===== src/rtl/alu_op_sequencer.sv =====
// Sequences {op,a,b} commands from a 2-deep queue onto an external 4-bit ALU and returns results.
// Optional operand chaining (cmd_chain port) is enabled by defining ALU_SEQ_CHAIN_EN.
module alu_op_sequencer #(
    parameter int unsigned SETTLE_CYCLES = 1
) (
    input  logic       clk,
    input  logic       rst,
    input  logic       cmd_valid,
    output logic       cmd_ready,
    input  logic [2:0] cmd_op,
    input  logic [3:0] cmd_a,
    input  logic [3:0] cmd_b,
`ifdef ALU_SEQ_CHAIN_EN
    input  logic       cmd_chain,
`endif
    output logic [3:0] alu_a,
    output logic [3:0] alu_b,
    output logic [2:0] alu_sel,
    input  logic [3:0] alu_y,
    input  logic       alu_cout,
    output logic       res_valid,
    input  logic       res_ready,
    output logic [3:0] res_y,
    output logic       res_cout,
    output logic       res_err,
    output logic       busy
);

    typedef enum logic [1:0] {StIdle, StDrive, StHold} state_e;

    state_e     r_state, w_state_nxt;
    logic [2:0] r_fifo_op [2];
    logic [3:0] r_fifo_a  [2];
    logic [3:0] r_fifo_b  [2];
    logic       r_wr_ptr, r_rd_ptr;
    logic [1:0] r_count;
    logic [3:0] r_cnt, w_cnt_nxt;
    logic [3:0] r_alu_a, w_alu_a_nxt, r_alu_b, w_alu_b_nxt;
    logic [2:0] r_alu_sel, w_alu_sel_nxt;
    logic [3:0] r_res_y, w_res_y_nxt;
    logic       r_res_cout, w_res_cout_nxt, r_res_err, w_res_err_nxt;
    logic       r_res_valid, w_res_valid_nxt;
    logic       w_push, w_pop, w_load;
    logic [2:0] w_head_op;
    logic [3:0] w_head_a;

    assign cmd_ready = (r_count != 2'd2);
    assign w_push    = cmd_valid && cmd_ready;
    assign busy      = (r_state != StIdle) || (r_count != 2'd0);
    assign w_head_op = r_fifo_op[r_rd_ptr];

`ifdef ALU_SEQ_CHAIN_EN
    logic       r_fifo_chain [2];
    logic [3:0] r_chain_y;
    logic       w_capture;

    assign w_capture = (r_state == StDrive) && (r_cnt <= 4'd1);
    assign w_head_a  = r_fifo_chain[r_rd_ptr] ? r_chain_y : r_fifo_a[r_rd_ptr];

    always_ff @(posedge clk) begin
        if (rst) begin
            r_chain_y <= 4'd0;
        end else if (w_capture) begin
            r_chain_y <= alu_y;
        end
        if (w_push) begin
            r_fifo_chain[r_wr_ptr] <= cmd_chain;
        end
    end
`else
    assign w_head_a = r_fifo_a[r_rd_ptr];
`endif

    // Load from the queue head happens from IDLE or straight out of HOLD (back-to-back).
    assign w_load = (r_count != 2'd0) &&
                    ((r_state == StIdle) || ((r_state == StHold) && res_ready));

    always_comb begin
        w_state_nxt     = r_state;
        w_cnt_nxt       = r_cnt;
        w_alu_a_nxt     = r_alu_a;
        w_alu_b_nxt     = r_alu_b;
        w_alu_sel_nxt   = r_alu_sel;
        w_res_y_nxt     = r_res_y;
        w_res_cout_nxt  = r_res_cout;
        w_res_err_nxt   = r_res_err;
        w_res_valid_nxt = r_res_valid;
        w_pop           = 1'b0;
        case (r_state)
            StIdle: ;
            StDrive: begin
                w_cnt_nxt = r_cnt - 4'd1;
                if (r_cnt <= 4'd1) begin
                    w_cnt_nxt       = 4'd0;
                    w_res_y_nxt     = alu_y;
                    w_res_cout_nxt  = alu_cout;
                    w_res_err_nxt   = 1'b0;
                    w_res_valid_nxt = 1'b1;
                    w_state_nxt     = StHold;
                end
            end
            StHold: begin
                if (res_ready) begin
                    w_res_valid_nxt = 1'b0;
                    w_state_nxt     = StIdle;
                end
            end
            default: w_state_nxt = StIdle;
        endcase
        if (w_load) begin
            w_pop = 1'b1;
            if (w_head_op == 3'b111) begin
                w_res_y_nxt     = 4'd0;
                w_res_cout_nxt  = 1'b0;
                w_res_err_nxt   = 1'b1;
                w_res_valid_nxt = 1'b1;
                w_state_nxt     = StHold;
            end else begin
                w_alu_a_nxt   = w_head_a;
                w_alu_b_nxt   = r_fifo_b[r_rd_ptr];
                w_alu_sel_nxt = w_head_op;
                w_cnt_nxt     = 4'(SETTLE_CYCLES);
                w_state_nxt   = StDrive;
            end
        end
    end

    always_ff @(posedge clk) begin
        if (w_push) begin
            r_fifo_op[r_wr_ptr] <= cmd_op;
            r_fifo_a[r_wr_ptr]  <= cmd_a;
            r_fifo_b[r_wr_ptr]  <= cmd_b;
        end
    end

    always_ff @(posedge clk) begin
        if (rst) begin
            r_state     <= StIdle;
            r_wr_ptr    <= 1'b0;
            r_rd_ptr    <= 1'b0;
            r_count     <= 2'd0;
            r_cnt       <= 4'd0;
            r_alu_a     <= 4'd0;
            r_alu_b     <= 4'd0;
            r_alu_sel   <= 3'd0;
            r_res_y     <= 4'd0;
            r_res_cout  <= 1'b0;
            r_res_err   <= 1'b0;
            r_res_valid <= 1'b0;
        end else begin
            r_state     <= w_state_nxt;
            r_cnt       <= w_cnt_nxt;
            r_alu_a     <= w_alu_a_nxt;
            r_alu_b     <= w_alu_b_nxt;
            r_alu_sel   <= w_alu_sel_nxt;
            r_res_y     <= w_res_y_nxt;
            r_res_cout  <= w_res_cout_nxt;
            r_res_err   <= w_res_err_nxt;
            r_res_valid <= w_res_valid_nxt;
            if (w_push) r_wr_ptr <= ~r_wr_ptr;
            if (w_pop)  r_rd_ptr <= ~r_rd_ptr;
            case ({w_push, w_pop})
                2'b10:   r_count <= r_count + 2'd1;
                2'b01:   r_count <= r_count - 2'd1;
                default: r_count <= r_count;
            endcase
        end
    end

    assign alu_a     = r_alu_a;
    assign alu_b     = r_alu_b;
    assign alu_sel   = r_alu_sel;
    assign res_y     = r_res_y;
    assign res_cout  = r_res_cout;
    assign res_err   = r_res_err;
    assign res_valid = r_res_valid;

endmodule


===== config.mk =====
export PLATFORM = sky130hd
export DESIGN_NAME = alu_op_sequencer
export DESIGN_NICKNAME = d
export VERILOG_FILES = /design/src/rtl/alu_op_sequencer.sv
export SDC_FILE = /design/constraint.sdc
export NUM_CORES = 1
export LEC_CHECK = 0
export CAP_MARGIN = 10
export CORE_AREA = 2 2 76 78
export DETAILED_ROUTE_END_ITERATION = 8
export DIE_AREA = 0 0 78 80
export GPL_TIMING_DRIVEN = 0
export HOLD_SLACK_MARGIN = 0.06
export PLACE_DENSITY_LB_ADDON = 0.2
export SYNTH_ARGS = -nofsm -noshare
export SYNTH_HDL_FRONTEND = slang
export SYNTH_SLANG_ARGS = --single-unit

===== constraint.sdc =====
create_clock -name clk -period 2.1 [get_ports clk]
set_input_delay 0.21 -clock clk [delete_from_list [all_inputs] [get_ports clk]]
set_output_delay 0.21 -clock clk [all_outputs]
set_load 0.01 [all_outputs]

==> impl_metrics.env <==
export IMPL_status="complete, no violations"
export IMPL_fin_total_pwr_uw=3318
export IMPL_finalCritPeriodShare_pct=91.10
export IMPL_core_mm2=0.005405
export IMPL_grt_antenna_before_repair=0
export IMPL_critical_path_max_fanout=8
export IMPL_grt_first_pass_wirelength_um=6589
export IMPL_yosys_warnings=0
export IMPL_max_vdd_ir_drop_v=0.0004863
export IMPL_ys_seq_area_share_pct=59.40
export IMPL_synth_fp_nets=194
export IMPL_htreeDepth=2
export IMPL_wl_per_cell_um=13.48
export IMPL_hpwlAfterDp_um=2731
export IMPL_maxCapViolCount=0
export IMPL_kind_of_capture_point_of_the_worst_setup_path="register"
export IMPL_worst_slew_margin_rel_pct=34.32
export IMPL_initial_utilization_pct=38.66
export IMPL_nets=240
export IMPL_number_of_i_o_pins=40
export IMPL_globalRoute_busiestLayer="met2"
export IMPL_die_h_um=80
export IMPL_cts_root_buffer="clkbuf_8"
export IMPL_final_util_pct=49.40
export IMPL_die_width_um=78
export IMPL_first_global_vias=1369
export IMPL_power_per_cell_area_mw_per_mm2=1243
export IMPL_syn_area_per_cell_um2=12.44
export IMPL_finalHoldWorstSlack_ns=0.4896
export IMPL_min_delay_worst_endpoint="res_err"
export IMPL_reg2reg_to="r_count[1]"
export IMPL_first_iter_violations=108
export IMPL_leftover_overflow_at_the_end_of_global_routing=0
export IMPL_detail_route_drc_violations=0
export IMPL_setup_viol=0
export IMPL_grt_setup_unrepaired="false"
export IMPL_startpoint_class_of_the_critical_path="register"
export IMPL_timing_final_crit_period_ns=1.913
export IMPL_hold_path_startpoint="res_err"
export IMPL_place_congestion=0.7140
export IMPL_postLayoutCellArea_mm2=0.002670
export IMPL_tns_ns=0
export IMPL_rrSetupSlack_ns=0.19
export IMPL_global_route_usage_met2_pct=21.64
export IMPL_yosys_top_cells_area="edfxtp_1 (32%), dfxtp_1 (28%), mux2i_1 (8.1%)"
export IMPL_port_buffers=39
export IMPL_criticalPathCategory="register to register"
export IMPL_synthesis_area_mm2=0.002090
export IMPL_final_setup_skew_ns=0.008291
export IMPL_final_max_slew_viol_count=0
export IMPL_die_area_mm2=0.006240
export IMPL_ff2ff_path_depth=7
export IMPL_crit_required_ns=2.33
export IMPL_cp_data_arrival_time_ns=2.14
export IMPL_hold_class="register to register"
export IMPL_netlist_cell_types=38
export IMPL_detail_route_vias_per_cell=4.774
export IMPL_row_count=27
export IMPL_cts_sinks=51
export IMPL_groute_layer_met1_usage_pct=17.80
export IMPL_syn_inst=168
export IMPL_cts_made_buffers=5
export IMPL_tritoncts="yes"
export IMPL_p_r_area_growth_vs_syn_pct=27.78
export IMPL_post_dp_cell_area_mm2=0.002570
export IMPL_synth_seq_cells=51
export IMPL_grtUsageTotal_pct=13.62
export IMPL_grt_max_degree=16
export IMPL_diodes_inserted=0
export IMPL_cts_path_max_buffers=2
export IMPL_clk_pin_slew_worst_paths_ns=0.09
export IMPL_synth_largest_area_cell="edfxtp_1"
export IMPL_power_leakage_uw=0.0009172
export IMPL_finalWirelength_um=3869
export IMPL_drt_pass1_iterations=4
export IMPL_min_delay_path_depth=2
export IMPL_yosysTopAreaCellShare_pct=31.62
export IMPL_startpoint_of_the_lowest_slack_register_to_register_path="r_state[1]"
export IMPL_dr_total_vias=1370
export IMPL_grtUsageMet3_pct=4.299
export IMPL_max_freq_ghz=0.5227
export IMPL_tightestPinTransition_ns=0.9815
export IMPL_antenna_violating_nets_post_route=0
export IMPL_finalHoldViolations=0
export IMPL_clk_insertion_delay_late_ns=0.30
export IMPL_drive_above_1_share_pct=11.16
-- layout by cell type (no fill, tap or decap), types with 4 or more instances in the layout --
cell              n
clkdlybuf4s50_1  39
dfxtp_1          29
nor2_1           24
edfxtp_1         22
mux2i_1          17
a211oi_2          7
a211oi_1          6
ha_1              6
inv_1             5
a21oi_1           5
clkbuf_8          5
o21ai_0           4
-- per-layer routing --
metal	wire length, um	up-vias	part of all wire, %
met4	51	0	1.3
met5	0	-	0
met1	1828	638	47
met3	152	7	3.9
li1	-	703	-
met2	1837	22	47
-- cells by family (layout without fill, tap and decap cells) --
group	after synthesis	after routing	share of synthesized area, %
AND/OR/NAND/NOR	45	45	11.26
buffers and inverters	11	58	2.754
AO/OA/AOI/OAI	33	33	12.75
flip-flops	51	51	59.40
adder cells (fa/ha/maj)	6	6	3.593
multiplexers	17	17	8.144
XOR/XNOR	5	5	2.096
-- through the flow --
stage | setup WS [ns] | std cells
floorplan | 0.2216 | 168
global placement | 0.0009661 | 279
detailed placement | -0.01317 | 279
CTS | 0.02351 | 287
global route | 0.02467 | 287
finish | 0.1869 | 287
-- critical path, cell delays in order, from the launching register on --
cell     delay (ns)
dfxtp_1        0.36
inv_1          0.07
ha_1           0.27
a21oi_4        0.21
nor2_4         0.10
ha_1           0.33
or3_1          0.35
a21oi_1        0.14
-- area by class of cell --
class,count,area [um^2]
inverters,5,18.77
multi-input cells,106,807.0
clock inverters,3,15.01
plain buffers,6,38.79
flip-flops and latches,51,1241
fillers,493,2735
clock buffers,5,68.82
repair buffers,39,390.4
well taps,72,90.09
-- synthesized netlist by cell type --
| cell | instances |
|---|---|
| xnor2_1 | 3 |
| and4b_1 | 1 |
| o221ai_1 | 1 |
| a21oi_1 | 6 |
| or3_1 | 1 |
| a21o_1 | 1 |
| a211oi_1 | 6 |
| edfxtp_1 | 22 |
| xor2_1 | 2 |
| inv_1 | 5 |
| nor3_1 | 3 |
| nor2b_1 | 1 |
| ha_1 | 6 |
| a311oi_1 | 1 |
| mux2i_1 | 17 |
| nor4_1 | 1 |
| nand3b_1 | 1 |
| nand3_1 | 1 |
| and3_1 | 1 |
| buf_2 | 1 |
| buf_6 | 2 |
| nand2b_1 | 3 |
| nor4_4 | 1 |
| nor3b_1 | 1 |
| a31o_2 | 1 |
| o21ba_2 | 2 |
| nand2_1 | 3 |
| nor2_2 | 2 |
| nor2_1 | 24 |
| a2bb2oi_1 | 1 |
| clkbuf_1 | 2 |
| a211oi_2 | 7 |
| a31oi_1 | 1 |
| o21bai_1 | 2 |
| o21ai_0 | 4 |
| dfxtp_1 | 29 |
| buf_1 | 1 |
| and4_4 | 1 |
-- state kept, by name (all words and copies together), names as in the netlist, named ones only --
name       count
r_fifo_a       8
r_fifo_b       8
r_fifo_op      6
alu_a          4
alu_b          4
r_cnt          4
res_y          4
alu_sel        3
r_count        2
r_state        2
r_rd_ptr       1
r_wr_ptr       1
res_cout       1
res_err        1
res_valid      1
-- how the worst max path moves through the flow --
| stage | slack [ns] | cells after the start | endpoint | start |
|---|---|---|---|---|
| final | 0.19 | 7 | r_count[1] | r_state[1] |
| after global routing | 0.02 | 7 | r_count[1] | r_state[0] |
| after CTS | 0.02 | 7 | r_count[1] | r_state[0] |
| after detailed placement | -0.01 | 6 | r_count[1] | res_ready |
| after global placement | 0.001 | 6 | r_count[1] | res_ready |
| after floorplan | 0.22 | 7 | r_count[1] | r_state[0] |
-- report_power, final --
part	internal (uW)	switching, uW	total (uW)	leakage, uW
Sequential	1270	118	1390	0.000443
Combinational	675	724	1400	0.000435
Clock	227	306	533	0.0000392
-- timing repair --
action                     in CTS  in global routing
resized for setup               0                  3
buffers inserted                0                  0
setup endpoints to repair       0                  1
hold endpoints to repair        0                  0
hold buffers                    0                  0
Note: power is estimated with default switching activity, not from simulation.
